==> src/rtl/prism_in_cond.sv <==
`default_nettype none
// ============================================================================
//  Module   : prism_in_cond
//  Purpose  : Input conditioner in front of the PRISM in_data port. Each raw
//             pad input is synchronised, optionally inverted and glitch
//             filtered, then edge-detected into sticky status bits that can
//             raise a masked level interrupt.
//  Revision : 1.0 - initial release
// ----------------------------------------------------------------------------
//  Ports
//    clk        : rising-edge clock for all state
//    rst_n      : asynchronous active-low reset
//    pins_in    : raw asynchronous pad inputs (WIDTH bits)
//    cfg_addr   : register select (0 CTRL, 1 EDGE, 2 LEVEL, 3 reserved)
//    cfg_wr     : single-cycle write strobe
//    cfg_wdata  : write data
//    cfg_rdata  : combinational read data for cfg_addr
//    cond_data  : registered conditioned levels
//    rise/fall  : one-cycle pulses on cond_data transitions
//    irq        : level interrupt, OR of masked sticky edge bits
//
//  CTRL layout: [7:0] invert, [15:8] filt_en, [23:16] irq_mask,
//               [27:24] FILT, [31:28] read as zero.
//  The CTRL fields are 8 bits wide, so WIDTH must lie in 1..8.
// ============================================================================
module prism_in_cond #(
    parameter int WIDTH = 8
) (
    input  logic             clk,
    input  logic             rst_n,
    input  logic [WIDTH-1:0] pins_in,
    input  logic [1:0]       cfg_addr,
    input  logic             cfg_wr,
    input  logic [31:0]      cfg_wdata,
    output logic [31:0]      cfg_rdata,
    output logic [WIDTH-1:0] cond_data,
    output logic [WIDTH-1:0] rise,
    output logic [WIDTH-1:0] fall,
    output logic             irq
);

    localparam logic [1:0] C_ADDR_CTRL  = 2'd0;
    localparam logic [1:0] C_ADDR_EDGE  = 2'd1;
    localparam logic [1:0] C_ADDR_LEVEL = 2'd2;

    // ------------------------------------------------------------------
    // State
    // ------------------------------------------------------------------
    logic [WIDTH-1:0] sync1_q,    sync1_d;
    logic [WIDTH-1:0] sync2_q,    sync2_d;
    logic [27:0]      ctrl_q,     ctrl_d;
    logic [WIDTH-1:0] cond_q,     cond_d;
    logic [3:0]       cnt_q [WIDTH];
    logic [3:0]       cnt_d [WIDTH];
    logic [WIDTH-1:0] cond_dly_q, cond_dly_d;
    logic [WIDTH-1:0] rise_q,     rise_d;
    logic [WIDTH-1:0] fall_q,     fall_d;
    logic [WIDTH-1:0] rise_st_q,  rise_st_d;
    logic [WIDTH-1:0] fall_st_q,  fall_st_d;

    // ------------------------------------------------------------------
    // CTRL field decode
    // ------------------------------------------------------------------
    logic [WIDTH-1:0] invert;
    logic [WIDTH-1:0] filt_en;
    logic [WIDTH-1:0] irq_mask;
    logic [3:0]       filt;
    logic [WIDTH-1:0] pre;
    logic [2*WIDTH-1:0] edge_clr;

    assign invert   = ctrl_q[0  +: WIDTH];
    assign filt_en  = ctrl_q[8  +: WIDTH];
    assign irq_mask = ctrl_q[16 +: WIDTH];
    assign filt     = ctrl_q[27:24];

    // Top nibble of the write data has no storage behind it.
    logic unused_wdata;
    assign unused_wdata = ^cfg_wdata[31:28];

    // An invert change flips pre immediately, so it is filtered and
    // edge-detected exactly like a pad transition.
    assign pre = sync2_q ^ invert;

    // ------------------------------------------------------------------
    // Next-state logic
    // ------------------------------------------------------------------
    always_comb begin
        sync1_d    = pins_in;
        sync2_d    = sync1_q;
        ctrl_d     = ctrl_q;
        cond_d     = cond_q;
        cnt_d      = cnt_q;
        cond_dly_d = cond_q;
        edge_clr   = '0;

        if (cfg_wr && (cfg_addr == C_ADDR_CTRL)) begin
            ctrl_d = cfg_wdata[27:0];
        end
        if (cfg_wr && (cfg_addr == C_ADDR_EDGE)) begin
            edge_clr = cfg_wdata[2*WIDTH-1:0];
        end

        // Glitch filter: cnt counts consecutive mismatch cycles that have
        // already been seen; the transition is taken on the (FILT+1)th.
        // The >= compare lets a FILT reduction mid-count fire at once.
        for (int i = 0; i < WIDTH; i++) begin
            if (!filt_en[i]) begin
                cond_d[i] = pre[i];
                cnt_d[i]  = 4'd0;
            end else if (pre[i] == cond_q[i]) begin
                cnt_d[i]  = 4'd0;
            end else if (cnt_q[i] >= filt) begin
                cond_d[i] = pre[i];
                cnt_d[i]  = 4'd0;
            end else if (cnt_q[i] != 4'hF) begin
                cnt_d[i]  = cnt_q[i] + 4'd1;
            end
        end

        // Pulses are registered one cycle after cond_data moves.
        rise_d = cond_q & ~cond_dly_q;
        fall_d = ~cond_q & cond_dly_q;

        // A pulse present this cycle wins over a same-cycle W1C.
        rise_st_d = (rise_st_q & ~edge_clr[WIDTH-1:0])       | rise_q;
        fall_st_d = (fall_st_q & ~edge_clr[2*WIDTH-1:WIDTH]) | fall_q;
    end

    // ------------------------------------------------------------------
    // Registers
    // ------------------------------------------------------------------
    always_ff @(posedge clk or negedge rst_n) begin
        if (!rst_n) begin
            sync1_q    <= '0;
            sync2_q    <= '0;
            ctrl_q     <= '0;
            cond_q     <= '0;
            for (int i = 0; i < WIDTH; i++) begin
                cnt_q[i] <= 4'd0;
            end
            cond_dly_q <= '0;
            rise_q     <= '0;
            fall_q     <= '0;
            rise_st_q  <= '0;
            fall_st_q  <= '0;
        end else begin
            sync1_q    <= sync1_d;
            sync2_q    <= sync2_d;
            ctrl_q     <= ctrl_d;
            cond_q     <= cond_d;
            cnt_q      <= cnt_d;
            cond_dly_q <= cond_dly_d;
            rise_q     <= rise_d;
            fall_q     <= fall_d;
            rise_st_q  <= rise_st_d;
            fall_st_q  <= fall_st_d;
        end
    end

    // ------------------------------------------------------------------
    // Outputs
    // ------------------------------------------------------------------
    assign cond_data = cond_q;
    assign rise      = rise_q;
    assign fall      = fall_q;
    assign irq       = |(irq_mask & (rise_st_q | fall_st_q));

    always_comb begin
        cfg_rdata = 32'd0;
        case (cfg_addr)
            C_ADDR_CTRL:  cfg_rdata = {4'd0, ctrl_q};
            C_ADDR_EDGE:  cfg_rdata = 32'({fall_st_q, rise_st_q});
            C_ADDR_LEVEL: cfg_rdata = 32'({sync2_q, cond_q});
            default:      cfg_rdata = 32'd0;
        endcase
    end

endmodule
`default_nettype wire

==> config.mk <==
export PLATFORM = sky130hd
export DESIGN_NAME = prism_in_cond
export DESIGN_NICKNAME = d
export VERILOG_FILES = /design/src/rtl/prism_in_cond.sv
export SDC_FILE = /design/constraint.sdc
export NUM_CORES = 1
export LEC_CHECK = 0
export ABC_AREA = 1
export BUFFER_PORTS_ARGS = -buffer_cell sky130_fd_sc_hd__buf_2
export CAP_MARGIN = 20
export CORE_ASPECT_RATIO = 1.75
export CORE_UTILIZATION = 34
export CTS_BUF_LIST = sky130_fd_sc_hd__clkbuf_4
export DETAILED_ROUTE_END_ITERATION = 7
export SLEW_MARGIN = 20
export SYNTH_ARGS = -nofsm -noshare
export SYNTH_HDL_FRONTEND = slang
export SYNTH_SLANG_ARGS = --single-unit
==> constraint.sdc <==
create_clock -name clk -period 2.2 [get_ports clk]
set_clock_uncertainty 0.1 [all_clocks]
set_input_delay 0.44 -clock clk [delete_from_list [all_inputs] [get_ports clk]]
set_output_delay 0.44 -clock clk [all_outputs]
set_load 0.1 [all_outputs]
### After elaboration in Yosys (flattened, before gate mapping)

Cells that the tools add are included.

* register bits after elaboration: 124
* input port bits: 45
* logic and storage cells: 165

* add/sub/neg operators: 8
* $lt $le $gt $ge: 8
* equality and inequality tests: 42
* muxes and demuxes: 58
* bitwise gates (word level): 13
* reductions and logical operators: 12

Operator list (count)
* 2-to-1 mux 4 bit: 32
* one-hot mux 28 bit (3 select lines): 1
* AND 8 bit: 5
* adder 4 x 1 -> 4 bit, second input constant: 8
* greater-or-equal comparator 4 bit: 8
* != test 4 x 1 -> 1 bit, second input constant: 8
* != test 4 bit, second input constant: 8
* inverter 8 bit: 4
* 2-to-1 mux 1 bit: 24
* bitwise OR 8 bit: 3
* 2-to-1 mux 16 bit: 1
* != test 2 x 1 -> 1 bit, second input constant: 8
* != test 2 bit, second input constant: 8
* AND reduction 2 bit: 8
* == test 1 bit: 8
* OR reduction 8 bit: 1
* XOR 8 bit: 1
* == test 2 x 1 -> 1 bit, second input constant: 1
* == test 2 bit, second input constant: 1
* logical AND 1 bit: 2
* logical NOT 2 bit: 1

### Depth between registers and ports, before layout

* depth in word-level cells: 6
* mapped depth: 10

### Worst setup path before layout

OpenSTA, ideal clock, no wires.

* path type: input to output
* from: input port cfg_addr[1]
* to: output port cfg_rdata[0]
* arrival: 2.369 ns
* path slack: -0.709 ns
* cell stages on the path: 4
* buffers on the path: 1
* path through: nor2_2 inv_1 buf_2 o211ai_1

* word-level cells in the longest chain between the ends: 2
* elaborated cells on any way between the ends: 4
* those cells by class: 2 x eq/ne; 1 x mux; 1 x reduce/logical

Ends and longest elaborated chain
* from (decl): line 32 `input logic [1:0] cfg_addr,`
* == test 2 bit, or another cell as far along: line 170 `case (cfg_addr)`
* one-hot mux 28 bit (3 select lines) *: line 170
* to (decl): line 35 `output logic [31:0] cfg_rdata,`

Mark *: on every way between the ends. The rest lies on a longest branch, timed or not.

### Final worst setup path

* from: register fall_st_q[0]
* to: output port irq

* word-level cells in the longest chain between the ends: 3

Ends and longest elaborated chain
* from (decl): line 59 `logic [WIDTH-1:0] fall_st_q, fall_st_d;`
* from (signal assigned): line 156 `fall_st_q <= fall_st_d;`
* bitwise OR 8 bit: line 166 `assign irq = |(irq_mask & (rise_st_q | fall_st_q));`
* AND 8 bit: line 166
* OR reduction 8 bit: line 166
* to (decl): line 39 `output logic irq`

No other way between the ends.

==> impl_metrics.toml <==
[status]
status = "finished with violations"
violations = "setup timing"

[critical_path]
crit_path_max_fanout = 3
cp_cell_sequence = "o21ai_2 -> nand2_1 -> nor2_1 -> nand4_1 -> buf_6"
cp_slowest_cell = "dfrtp_1"
crit_arrival_ns = 1.67
r2r_cells = 7
required_ns = 1.66
critPathKind = "flip-flop to output pin"
start_kind = "flip-flop"
end_kind = "output pin"
cpPeakStageDelay_ns = 0.43

[routing]
met2_length_um = 8520
drtPass1Iterations = 4
via_per_inst = 4.60
top_layer_used = "met4"
ant_nets = 0
wl_met3_um = 586
wl_um = 15500
remaining_drc_errors = 0
drtIter0Drc = 225
dr_total_vias = 5291
post_drt_wl_per_cell_um = 13.5
drt-met1-wl_um = 5970

[power_and_ir_drop]
p_leak_nw = 4.29
intPower_w = 0.00405
vdd_ir_drop_max_uv = 570
p_per_area_nw_per_um2 = 936
switching_share = 0.464
p_switching_w = 0.00350
p_comb_frac = 0.414
p_clk_frac = 0.193
pwr-share-seq = 0.393

[cts]
cts_made_buffers = 17
cts_tree = "done"
clk_latency_ns = 0.51
cts_buffer_depth = 2
clkSinkCount = 124
post_cts_buffers = 0
root_buffer = "clkbuf_4"
path_clk_slew_ns = 0.11
cts-htree-levels = 4

[final_layout]
multi_input_area_um2 = 2680
seqCellArea_um2 = 3100
n_fill_cell = 1803
finalNetCount = 987
fin_util = 0.445
drive_gt1_frac = 0.200
area_growth_pct = 26.8

[global_route]
antenna_found_initial = 1
track_usage = 0.175
grt_pass1_wl_um = 26000
grt_pass1_vias = 5420
grt_max_degree = 64
grt.overflow.total = 0

[floorplanning]
ios = 102
die_x_um = 105
fp.dieH_um = 183
core_area_um2 = 18100
placementRows = 65
start_util = 0.351
design.die.area_um2 = 19300

[synth]
postSynthCellCount = 778
avgSynthCellArea_um2 = 8.18
async_flop_share = 1.00
synth_compound_area_frac = 0.101
yosys-top-cells-area = "dfrtp_1 49%, nand2_1 11%, inv_1 8.3%"
synth_top_family_by_area = "simple AND/OR/NAND/NOR gates"
synthSimpleGateAreaFrac = 0.229
yosysSeqAreaShare = 0.488
syn_area_um2 = 6360
synth_flop_cell = "dfrtp_1"
yosysTopAreaCell = "dfrtp_1"
synth_edf_count = 0
synth_seq_cells = 124
synth_top_area_share = 0.488
ys_top_cells_by_count = "183 x nand2_1, 140 x inv_1, 124 x dfrtp_1"
yosys.area_share.adder = 0.0786
synth.distinct_cells = 28
ys_warn_count = 0
synth_xor_xnor_area_share = 0.00138
synthMuxAreaShare = 0
yosysMostFrequentCell = "nand2_1"

[flow_run]
cap_violations = 0

[sta]
fin_crit_sh = 1.01
finalSetupViolCount = 1
tns_ns = -0.0120
finalCriticalPeriod_ns = 2.21
rsz0062_at_grt = "yes"
slew_viol_final = 0
hold_viol_final = 0
timing.fmax_ghz = 0.452
setup_slack_ns = -0.0120
hold_slack_ns = 0.0658

[min_path]
holdCritPathClass = "input port to flip-flop"
min_path_cells = 3

[place]
dpl.hpwl_um = 11700
dp_slack_ns = 0.159
io_buffers = 93
place_congestion = 0.839
-- final timing paths --
kind / startpoint / to / slack [ns]
max: fall_st_q[0]$_DFF_PN0_ / irq / -0.01
min: cfg_wdata[21] / ctrl_q[21]$_DFFE_PN0P_ / 0.07
max reg2reg: ctrl_q[27]$_DFFE_PN0P_ / cnt_q[10]$_DFFE_PN0P_ / 0.29
min reg2reg: sync1_q[6]$_DFF_PN0_ / sync2_q[6]$_DFF_PN0_ / 0.26
max in group asynchronous: rst_n / cnt_q[8]$_DFFE_PN0P_ / 1.16
min in group asynchronous: rst_n / fall[4]$_DFF_PN0_ / 0.22
-- layout make-up --
cell class | instances | area share
antenna | 1 | 0.000310
clock buffer | 20 | 0.0186
clock inverter | 12 | 0.0124
inverter | 141 | 0.0671
multi-input combinational | 501 | 0.332
sequential | 124 | 0.385
tap | 234 | 0.0363
timing repair buffer | 117 | 0.148
-- kinds of logic (layout without fill, tap and decap cells) --
logic type | count (synthesis) | count (layout)
compound gates | 106 | 106
xor+xnor | 1 | 1
fa+ha+maj | 40 | 40
buf+inv | 156 | 290
flops | 124 | 124
other cells | 1 | 5
simple gates | 350 | 350
-- routing by layer --
layer  track usage  vias to the layer above
li1              -                     2699
met1         0.181                     2459
met2         0.335                      106
met3        0.0345                       27
met4        0.0766                        0
met5             0                        -
-- state kept, by name, indices dropped and copies added (netlist names) --
name,flops
rise_st_q,8
rise,8
sync1_q,8
ctrl_q,28
cond_data,8
fall,8
cond_dly_q,8
fall_st_q,8
sync2_q,8
cnt_q,32
-- critical path, delay by kind of cell (launching register included) --
kind	cells	cell delay [ns]
simple gates	3	0.32
compound gates	1	0.20
flops	1	0.43
buf+inv	1	0.22
-- power groups by stage --
stage | Sequential [W] | Combinational [W] | Clock, W
floorplan | 0.00379 | 0.00145 | 0
global placement | 0.00301 | 0.00310 | 0
detailed placement | 0.00301 | 0.00314 | 0
CTS | 0.00298 | 0.00316 | 0.00153
global route | 0.00303 | 0.00338 | 0.00162
finish | 0.00297 | 0.00313 | 0.00145
-- placed cells by master (no fill, tap or decap), drive strengths merged, types with 20 or more instances in the layout --
cell    count
dfrtp     124
ha         40
inv       141
nor2       99
buf       108
nand3      34
nand2     184
clkbuf     20
o21ai      47
a21oi      35
-- what timing repair did --
action / in CTS / in global routing
resized for setup: 10 / 3
hold endpoints to repair: 76 / 0
pin swaps: 0 / 1
endpoints found under the setup margin: 2 / 2
hold buffers: 9 / 0
gates cloned: 0 / 0
-- through the flow --
| stage | std cells | instance area [µm²] | power (W) |
|---|---|---|---|
| CTS | 1149 | 8060 | 0.00766 |
| global route | 1150 | 8070 | 0.00803 |
| floorplan | 781 | 6430 | 0.00524 |
| global placement | 1108 | 7700 | 0.00611 |
| detailed placement | 1108 | 7700 | 0.00615 |
| finish | 1150 | 8070 | 0.00755 |
Note: power is estimated with default switching activity, not from simulation.
